--- config.mk ---
export PLATFORM = sky130hd
export DESIGN_NAME = pc_fetch_unit
export DESIGN_NICKNAME = d
export VERILOG_FILES = /design/src/rtl/pc_fetch_unit.sv
export SDC_FILE = /design/constraint.sdc
export NUM_CORES = 1
export LEC_CHECK = 0
export ABC_CLOCK_PERIOD_IN_PS = 4750
export CAP_MARGIN = 5
export CORE_UTILIZATION = 49
export CTS_CLUSTER_DIAMETER = 80
export DETAILED_ROUTE_END_ITERATION = 6
export GPL_ROUTABILITY_DRIVEN = 0
export GPL_TIMING_DRIVEN = 0
export PLACE_DENSITY = 0.79
export SYNTH_ARGS = -nofsm -noshare
export SYNTH_HDL_FRONTEND = slang
export SYNTH_SLANG_ARGS = --single-unit
export TNS_END_PERCENT = 1
--- constraint.sdc ---
create_clock -name clk -period 4.75 [get_ports clk]
set_clock_uncertainty 0.05 [all_clocks]
set_input_delay 0.95 -clock clk [delete_from_list [all_inputs] [get_ports clk]]
set_output_delay 0.95 -clock clk [all_outputs]
set_load 0.03 [all_outputs]
--- src/rtl/pc_fetch_unit.sv ---
// pc_fetch_unit
// Program-counter / instruction-fetch register stage of the multicycle CPU.
// It holds PC, IR and the next-PC latched at fetch (NPC), and forms the jump,
// jump-register and branch targets. It also keeps a retired-instruction
// counter and a sticky misaligned-PC flag. All sequencing comes from the
// external control FSM; this block has no state machine of its own.
//
// Ports:
//   clk, reset      clock; asynchronous active-high reset
//   PC_WE, IR_WE    write enables from the FSM
//   PCSrc[1:0]      next-PC select: 00 seq, 01 jump, 10 jr, 11 branch
//   Branch[3:0]     [0] take on alu_zero, [1] take on !alu_zero, [3:2] unused
//   JAL             jump-and-link indicator
//   alu_zero        ALU zero flag
//   rs_value        JR target (register A)
//   mem_rdata       instruction memory read data
//   pc              current PC / instruction memory address
//   instruction     IR contents
//   npc             PC+4 latched at fetch
//   link_addr       npc when JAL, else 0
//   link_we         JAL & PC_WE & (PCSrc==01)
//   branch_taken    one-cycle pulse following a taken branch write
//   instr_count     retired-instruction counter (wraps)
//   pc_misaligned   sticky: PC was ever written with [1:0] != 0
module pc_fetch_unit #(
    parameter logic [31:0] RESET_PC = 32'h0000_0000,
    parameter int          COUNT_W  = 32
) (
    input  logic               clk,
    input  logic               reset,
    input  logic               PC_WE,
    input  logic [1:0]         PCSrc,
    input  logic               IR_WE,
    input  logic [3:0]         Branch,
    input  logic               JAL,
    input  logic               alu_zero,
    input  logic [31:0]        rs_value,
    input  logic [31:0]        mem_rdata,
    output logic [31:0]        pc,
    output logic [31:0]        instruction,
    output logic [31:0]        npc,
    output logic [31:0]        link_addr,
    output logic               link_we,
    output logic               branch_taken,
    output logic [COUNT_W-1:0] instr_count,
    output logic               pc_misaligned
);

    typedef enum logic [1:0] {
        SRC_SEQ = 2'b00,
        SRC_J   = 2'b01,
        SRC_JR  = 2'b10,
        SRC_BR  = 2'b11
    } pc_src_e;

    logic [31:0] pc_plus4;
    logic [31:0] jump_tgt;
    logic [31:0] br_tgt;
    logic [31:0] pc_next;
    logic        br_cond;
    logic        pc_wr;
    logic        br_wr;

    assign pc_plus4 = pc + 32'd4;
    assign jump_tgt = {npc[31:28], instruction[25:0], 2'b00};
    assign br_tgt   = npc + {{14{instruction[15]}}, instruction[15:0], 2'b00};

    // Branch[1:0]==00 means an unconditional branch; ==11 is always taken
    // because the two terms cover both values of alu_zero.
    always_comb begin
        br_cond = 1'b1;
        if (Branch[1:0] != 2'b00)
            br_cond = (Branch[0] & alu_zero) | (Branch[1] & ~alu_zero);
    end

    always_comb begin
        pc_next = pc_plus4;
        unique case (pc_src_e'(PCSrc))
            SRC_SEQ: pc_next = pc_plus4;
            SRC_J:   pc_next = jump_tgt;
            SRC_JR:  pc_next = rs_value;
            SRC_BR:  pc_next = br_tgt;
        endcase
    end

    assign br_wr = PC_WE & (PCSrc == SRC_BR) & br_cond;
    assign pc_wr = PC_WE & ((PCSrc != SRC_BR) | br_cond);

    always_ff @(posedge clk or posedge reset) begin
        if (reset) begin
            pc            <= RESET_PC;
            instruction   <= 32'h0;
            npc           <= RESET_PC + 32'd4;
            branch_taken  <= 1'b0;
            instr_count   <= '0;
            pc_misaligned <= 1'b0;
        end else begin
            // All right-hand sides use pre-edge values, so a combined
            // fetch + PC write sees the old pc, instruction and npc.
            if (IR_WE) begin
                instruction <= mem_rdata;
                npc         <= pc_plus4;
                instr_count <= instr_count + 1'b1;
            end
            if (pc_wr) begin
                pc <= pc_next;
                if (pc_next[1:0] != 2'b00)
                    pc_misaligned <= 1'b1;
            end
            branch_taken <= br_wr;
        end
    end

    assign link_addr = JAL ? npc : 32'h0;
    assign link_we   = JAL & PC_WE & (PCSrc == SRC_J);

endmodule

==> results of run 1 <==
through the flow:
step | area, µm² | power, mW | util
6_report | 11400 | 5.511 | 0.7102
5_1_grt | 11400 | 5.763 | 0.7102
4_1_cts | 11400 | 5.475 | 0.7102
3_5_place_dp | 10810 | 4.115 | 0.6730
3_3_place_gp | 10770 | 4.082 | 0.6710
2_1_floorplan | 8162 | 3.195 | -
registers in the layout, summed over array words and instances, names as in the netlist:
register       flops
instr_count       32
instruction       32
pc_misaligned      1
npc               32
pc                32
branch_taken       1
power breakdown:
part           total (mW)  switching [mW]  internal, mW
clock network        1.36           0.571         0.790
registers            1.64           0.323          1.31
logic                2.51            1.43          1.09
total                5.51            2.32          3.19
per-layer routing:
metal  share of wire  vias up  global-route usage
li1                -     3672                   -
met1            0.40     3900              0.4237
met2            0.46      501              0.5210
met3           0.094      100             0.07630
met4           0.039        0              0.1406
met5               0        -                   0
critical path, stage by stage:
cell and delay [ns]:
clkdlybuf4s50_1 0.61, inv_2 0.19, nand2_1 0.17, clkbuf_1 0.63, nor2_1 0.11, clkdlybuf4s50_1 0.64
layout make-up:
type	instances	area, µm²	share of cell area
Sequential cell	130	3254	0.2854
Timing Repair Buffer	235	2370	0.2078
Buffer	45	181.4	0.01591
Clock inverter	15	172.7	0.01514
Multi-Input combinational cell	685	4651	0.4078
Tap cell	216	270.3	0.02370
Clock buffer	17	425.4	0.03730
Inverter	20	80.08	0.007021
cells in the mapped netlist, types with 3 or more instances:
cell type,number,area share
nand4_1,18,0.014
nor2b_1,7,0.0054
nand3_1,31,0.019
a311oi_1,4,0.0043
mux4_2,9,0.025
nor3_1,14,0.0086
a21oi_1,85,0.052
and2_1,34,0.026
o21bai_1,3,0.0028
nand3_2,3,0.0037
xnor2_1,54,0.058
a221oi_1,9,0.0097
xor2_1,29,0.031
o22ai_1,18,0.014
o21a_1,6,0.0055
o22a_1,5,0.0054
and3_1,8,0.0061
mux2i_1,4,0.0049
nor2_1,89,0.041
clkbuf_1,37,0.017
a31oi_1,8,0.0061
inv_1,19,0.0087
nand2_1,75,0.034
dfrtp_1,129,0.40
o21ai_0,37,0.023
a21o_1,14,0.013
o211ai_1,4,0.0037
mux2_2,38,0.052
ha_1,31,0.048
buf_2,4,0.0025
o221ai_1,3,0.0032
cells by family after synthesis:
kind of cell,count (synthesis),share of synthesized area
fa+ha+maj,32,0.04998
xor+xnor,83,0.08907
flops,130,0.3987
mux,51,0.08217
compound gates,217,0.1633
simple gates,302,0.1853
buf+inv,65,0.03143
final timing paths:
| path | start | cells after the start | slack, ns | endpoint |
|---|---|---|---|---|
| min | instr_count[31]$_DFFE_PP0P_ | 1 | 0.42 | instr_count[31]$_DFFE_PP0P_ |
| max | PCSrc[1] | 6 | 0.46 | link_we |
| min reg2reg | instr_count[31]$_DFFE_PP0P_ | 1 | 0.42 | instr_count[31]$_DFFE_PP0P_ |
| max in group asynchronous | reset | 3 | 3.02 | pc[23]$_DFFE_PP0P_ |
| min in group asynchronous | reset | 2 | 0.87 | instr_count[26]$_DFFE_PP0P_ |
| max reg2reg | npc[2]$_DFFE_PP1P_ | 12 | 1.49 | pc[28]$_DFFE_PP0P_ |
==> metrics.csv, run 1 <==
metric,value,unit
CTS H-tree lvls,4,
Synth Cell Area,8162,µm²
TritonCTS Buffers,17,
I/O Pins,239,
CORE AREA,16060,µm²
FMAX,0.2328,GHz
Max Cap Viol,0,
status,"finished, final reports clean",
drt pass-1 iters,6,
final non-filler cell total,1363,
post-CTS sizing,0,
area added between synthesis and finish,39.74,%
power density over the cells,483.2,nW/µm²
crit path time final,4.295,ns
worst path required time,3.75,ns
crit path max fanout,10,
Post-synth EDFFs,0,
Post-Route WL,27.50,mm
worst path arrival time,3.29,ns
maximum VDD drop,0.2873,mV
Pins Over Slew Limit,0,
clock buffer depth,2,
dpl ws,0.5429,ns
largest net degree at the start of global routing,87,
WL/cell,20.17,µm
first-pass GRT wire length,41.72,mm
relative slew slack,0.4360,
Port Buffers,234,
Setup WS post-layout,0.4553,ns
"commonest non-fill, non-tap cell in the layout",clkdlybuf4s50_1,
Vias,8173,
top_reg_cell synth,dfrtp_1,
Setup-failing EPs final,0,
DRC,0,
diodes inserted,0,
DR vias/cell,5.996,
Synthesis Warnings,0,
Post-CTS Setup Bufs,0,
Hold WS,0.4184,ns
synthesized instance count,880,
fraction of registers with async set/reset,1.000,
Clock Sinks,130,
initial antenna violation count,0,
CTS tree,done,
synthesized flop and latch total,130,
most frequent cells in the layout,"clkdlybuf4s50_1, dfrtp_1, nor2_1",
TNS Setup,0,ns
cell leakage power,4.625,nW
die width,131.1,µm
Crit Path Category,input pin to output pin,
root buf cell,clkbuf_16,
Routed Antenna Nets,0,
detailed placer's ending HPWL,19.90,mm
"Hold-fix buffers, CTS",0,
Fill cells,1237,
die area,17180,µm²
synthesized area per cell,9.275,µm²
class of the worst hold path,register to register,
RSZ-0062 raised after global routing,false,
layout cell share with drive strength beyond 1,0.08980,
GRT Total Usage,0.3260,
crit start category,input pin,
total grt overflow,0,
Final Cycle Share,0.9042,
crit end category,output pin,
"Reg clk slew, reported paths",0.06,ns
"Seq/Total Area, Yosys",0.3987,
Iter 0 DRT Violations,953,
Post-Place Cells,1331,
DIE HEIGHT,131.1,µm
worst-skew pair later-pin latency,0.43,ns
library cells used by synthesis,65,
Fin. Hold Viols,0,
number of cell rows,46,
vias in the first global route,7771,
net count after synthesis,988,
worst slew pin tran,0.8459,ns
Starting Density,0.5083,
final net count,1242,
(Power assumes the default switching activity.)
==> run 2, diff against run 1 <==
--- a/config.mk
+++ b/config.mk
@@ -11,7 +11,6 @@
 export CTS_CLUSTER_DIAMETER = 80
 export DETAILED_ROUTE_END_ITERATION = 6
 export GPL_ROUTABILITY_DRIVEN = 0
-export GPL_TIMING_DRIVEN = 0
 export PLACE_DENSITY = 0.79
 export SYNTH_ARGS = -nofsm -noshare
 export SYNTH_HDL_FRONTEND = slang
==> run 2 against run 1 <==
Register-to-register slack lost 0.10 ns. Count of clock-buffer cells in the layout grew 1. Global-route usage shrank 2.7 points. Sequential power is essentially flat. Via count shrank 4.8%. Worst hold slack gained 0.0017 ns. Largest cell class unchanged. Largest power group unchanged.
==> metrics.csv, run 2 (synthesis results as in run 1) <==
metric,value,unit,change
post-route cell area,11330,µm²,-0.67%
layout cell share with drive strength beyond 1,0.09955,,+0.009752
final net count,1210,,-2.6%
Post-Place Cells,1299,,-2.4%
worst slew pin tran,1.026,ns,+0.1799 ns
final non-filler cell total,1331,,-2.3%
most frequent cells in the layout,"clkdlybuf4s50_1, dfrtp_1, nor2_1",,
CTS H-tree lvls,4,,unchanged
crit end category,output pin,,
die width,131.1,µm,unchanged
post-layout util,0.7055,,-0.004753
crit path max fanout,28,,+18
I/O Pins,239,,unchanged
number of cell rows,46,,unchanged
maximum VDD drop,0.3409,mV,+19%
first-pass GRT wire length,38.91,mm,-6.7%
Max Cap Viol,0,,unchanged
largest net degree at the start of global routing,107,,+23%
Post-CTS Setup Bufs,0,,unchanged
WL/cell,18.87,µm,-6.5%
relative slew slack,0.3161,,-0.1200
TritonCTS Buffers,17,,unchanged
"Reg clk slew, reported paths",0.06,ns,about the same
Crit Path Category,input pin to output pin,,
RSZ-0062 raised after global routing,false,,
cell leakage power,4.620,nW,-0.11%
initial antenna violation count,0,,unchanged
vias in the first global route,7405,,-4.7%
FMAX,0.2749,GHz,+18%
Worst path slowest cell,clkdlybuf4s50_1,,
Setup-failing EPs final,0,,unchanged
post-CTS sizing,0,,unchanged
GRT Total Usage,0.2995,,-0.02657
"commonest non-fill, non-tap cell in the layout",clkdlybuf4s50_1,,
met3 Usage GRT,0.07508,,-0.001218
Hold WS,0.4200,ns,+0.001664 ns
"Hold-fix buffers, CTS",0,,unchanged
DIE HEIGHT,131.1,µm,unchanged
Fin. Hold Viols,0,,unchanged
worst path arrival time,2.64,ns,-0.65 ns
Clock Sinks,130,,unchanged
die area,17180,µm²,unchanged
Vias,7781,,-4.8%
Final Cycle Share,0.7658,,-0.1383
critical-path cell list,"buf_2, inv_2, nand2_1, buf_4, nor2_1, clkdlybuf4s50_1",,
total grt overflow,0,,unchanged
Port Buffers,236,,+0.85%
Fill cells,1218,,-1.5%
status,"finished, final reports clean",,
worst-skew pair later-pin latency,0.42,ns,about the same
DR vias/cell,5.846,,-2.5%
area added between synthesis and finish,38.80,%,
overall power,5.496,mW,-0.26%
GRT busiest layer,met2,,
met2 usage,0.4877,,-0.03330
power density over the cells,485.2,nW/µm²,+0.42%
diodes inserted,0,,unchanged
Starting Density,0.5083,,unchanged
crit path time final,3.638,ns,-0.6570 ns
Post-Route WL,25.11,mm,-8.7%
Placed Area,10710,µm²,-0.88%
detailed placer's ending HPWL,17.46,mm,-12%
Pins Over Slew Limit,0,,unchanged
Iter 0 DRT Violations,601,,-37%
worst path required time,3.75,ns,about the same
dpl ws,1.108,ns,+0.5647 ns
DRC,0,,unchanged
R2R cell count,10,,-2
Hold Path Cell Cnt,1,,unchanged
CP max stage delay,0.68,ns,+0.04 ns
drt pass-1 iters,6,,unchanged
GRT met1 Usage,0.3855,,-0.03822
root buf cell,clkbuf_16,,
crit start category,input pin,,
TNS Setup,0,ns,unchanged
CORE AREA,16060,µm²,unchanged
class of the worst hold path,register to register,,
Routed Antenna Nets,0,,unchanged
Setup WS post-layout,1.112,ns,+0.6570 ns
CTS tree,done,,
clock buffer depth,2,,unchanged
## run 2: worst paths after layout
check,slack (ns),end,start
min reg2reg,0.42,instr_count[31]$_DFFE_PP0P_,instr_count[31]$_DFFE_PP0P_
min,0.42,instr_count[31]$_DFFE_PP0P_,instr_count[31]$_DFFE_PP0P_
min in group asynchronous,1.02,instr_count[26]$_DFFE_PP0P_,reset
max in group asynchronous,2.73,pc[1]$_DFFE_PP0P_,reset
max reg2reg,1.39,pc[29]$_DFFE_PP0P_,instruction[1]$_DFFE_PP0P_
max,1.11,link_we,PCSrc[1]
## run 2: area by class of cell
cell class | instances | area, µm² | area share
Clock buffer | 18 | 439.2 | 0.03877
Clock inverter | 14 | 177.7 | 0.01568
Multi-Input combinational cell | 685 | 4662 | 0.4115
Sequential cell | 130 | 3254 | 0.2873
Inverter | 20 | 80.08 | 0.007069
Tap cell | 216 | 270.3 | 0.02386
Timing Repair Buffer | 248 | 2445 | 0.2158
## run 2: power by group
part / internal [mW] / total, mW / switching [mW]
logic: 1.08 / 2.47 / 1.39
registers: 1.31 / 1.64 / 0.325
clock network: 0.848 / 1.38 / 0.536
## run 2: routing by layer
metal	part of all wire	vias to the layer above
met5	0	-
met4	0.021	0
met3	0.079	53
met2	0.48	364
met1	0.42	3754
li1	-	3610
## run 2: critical path: cells and delay by family
family	cells	cell delay [ns]
buffers and inverters	4	1.45
AND/OR/NAND/NOR	2	0.23
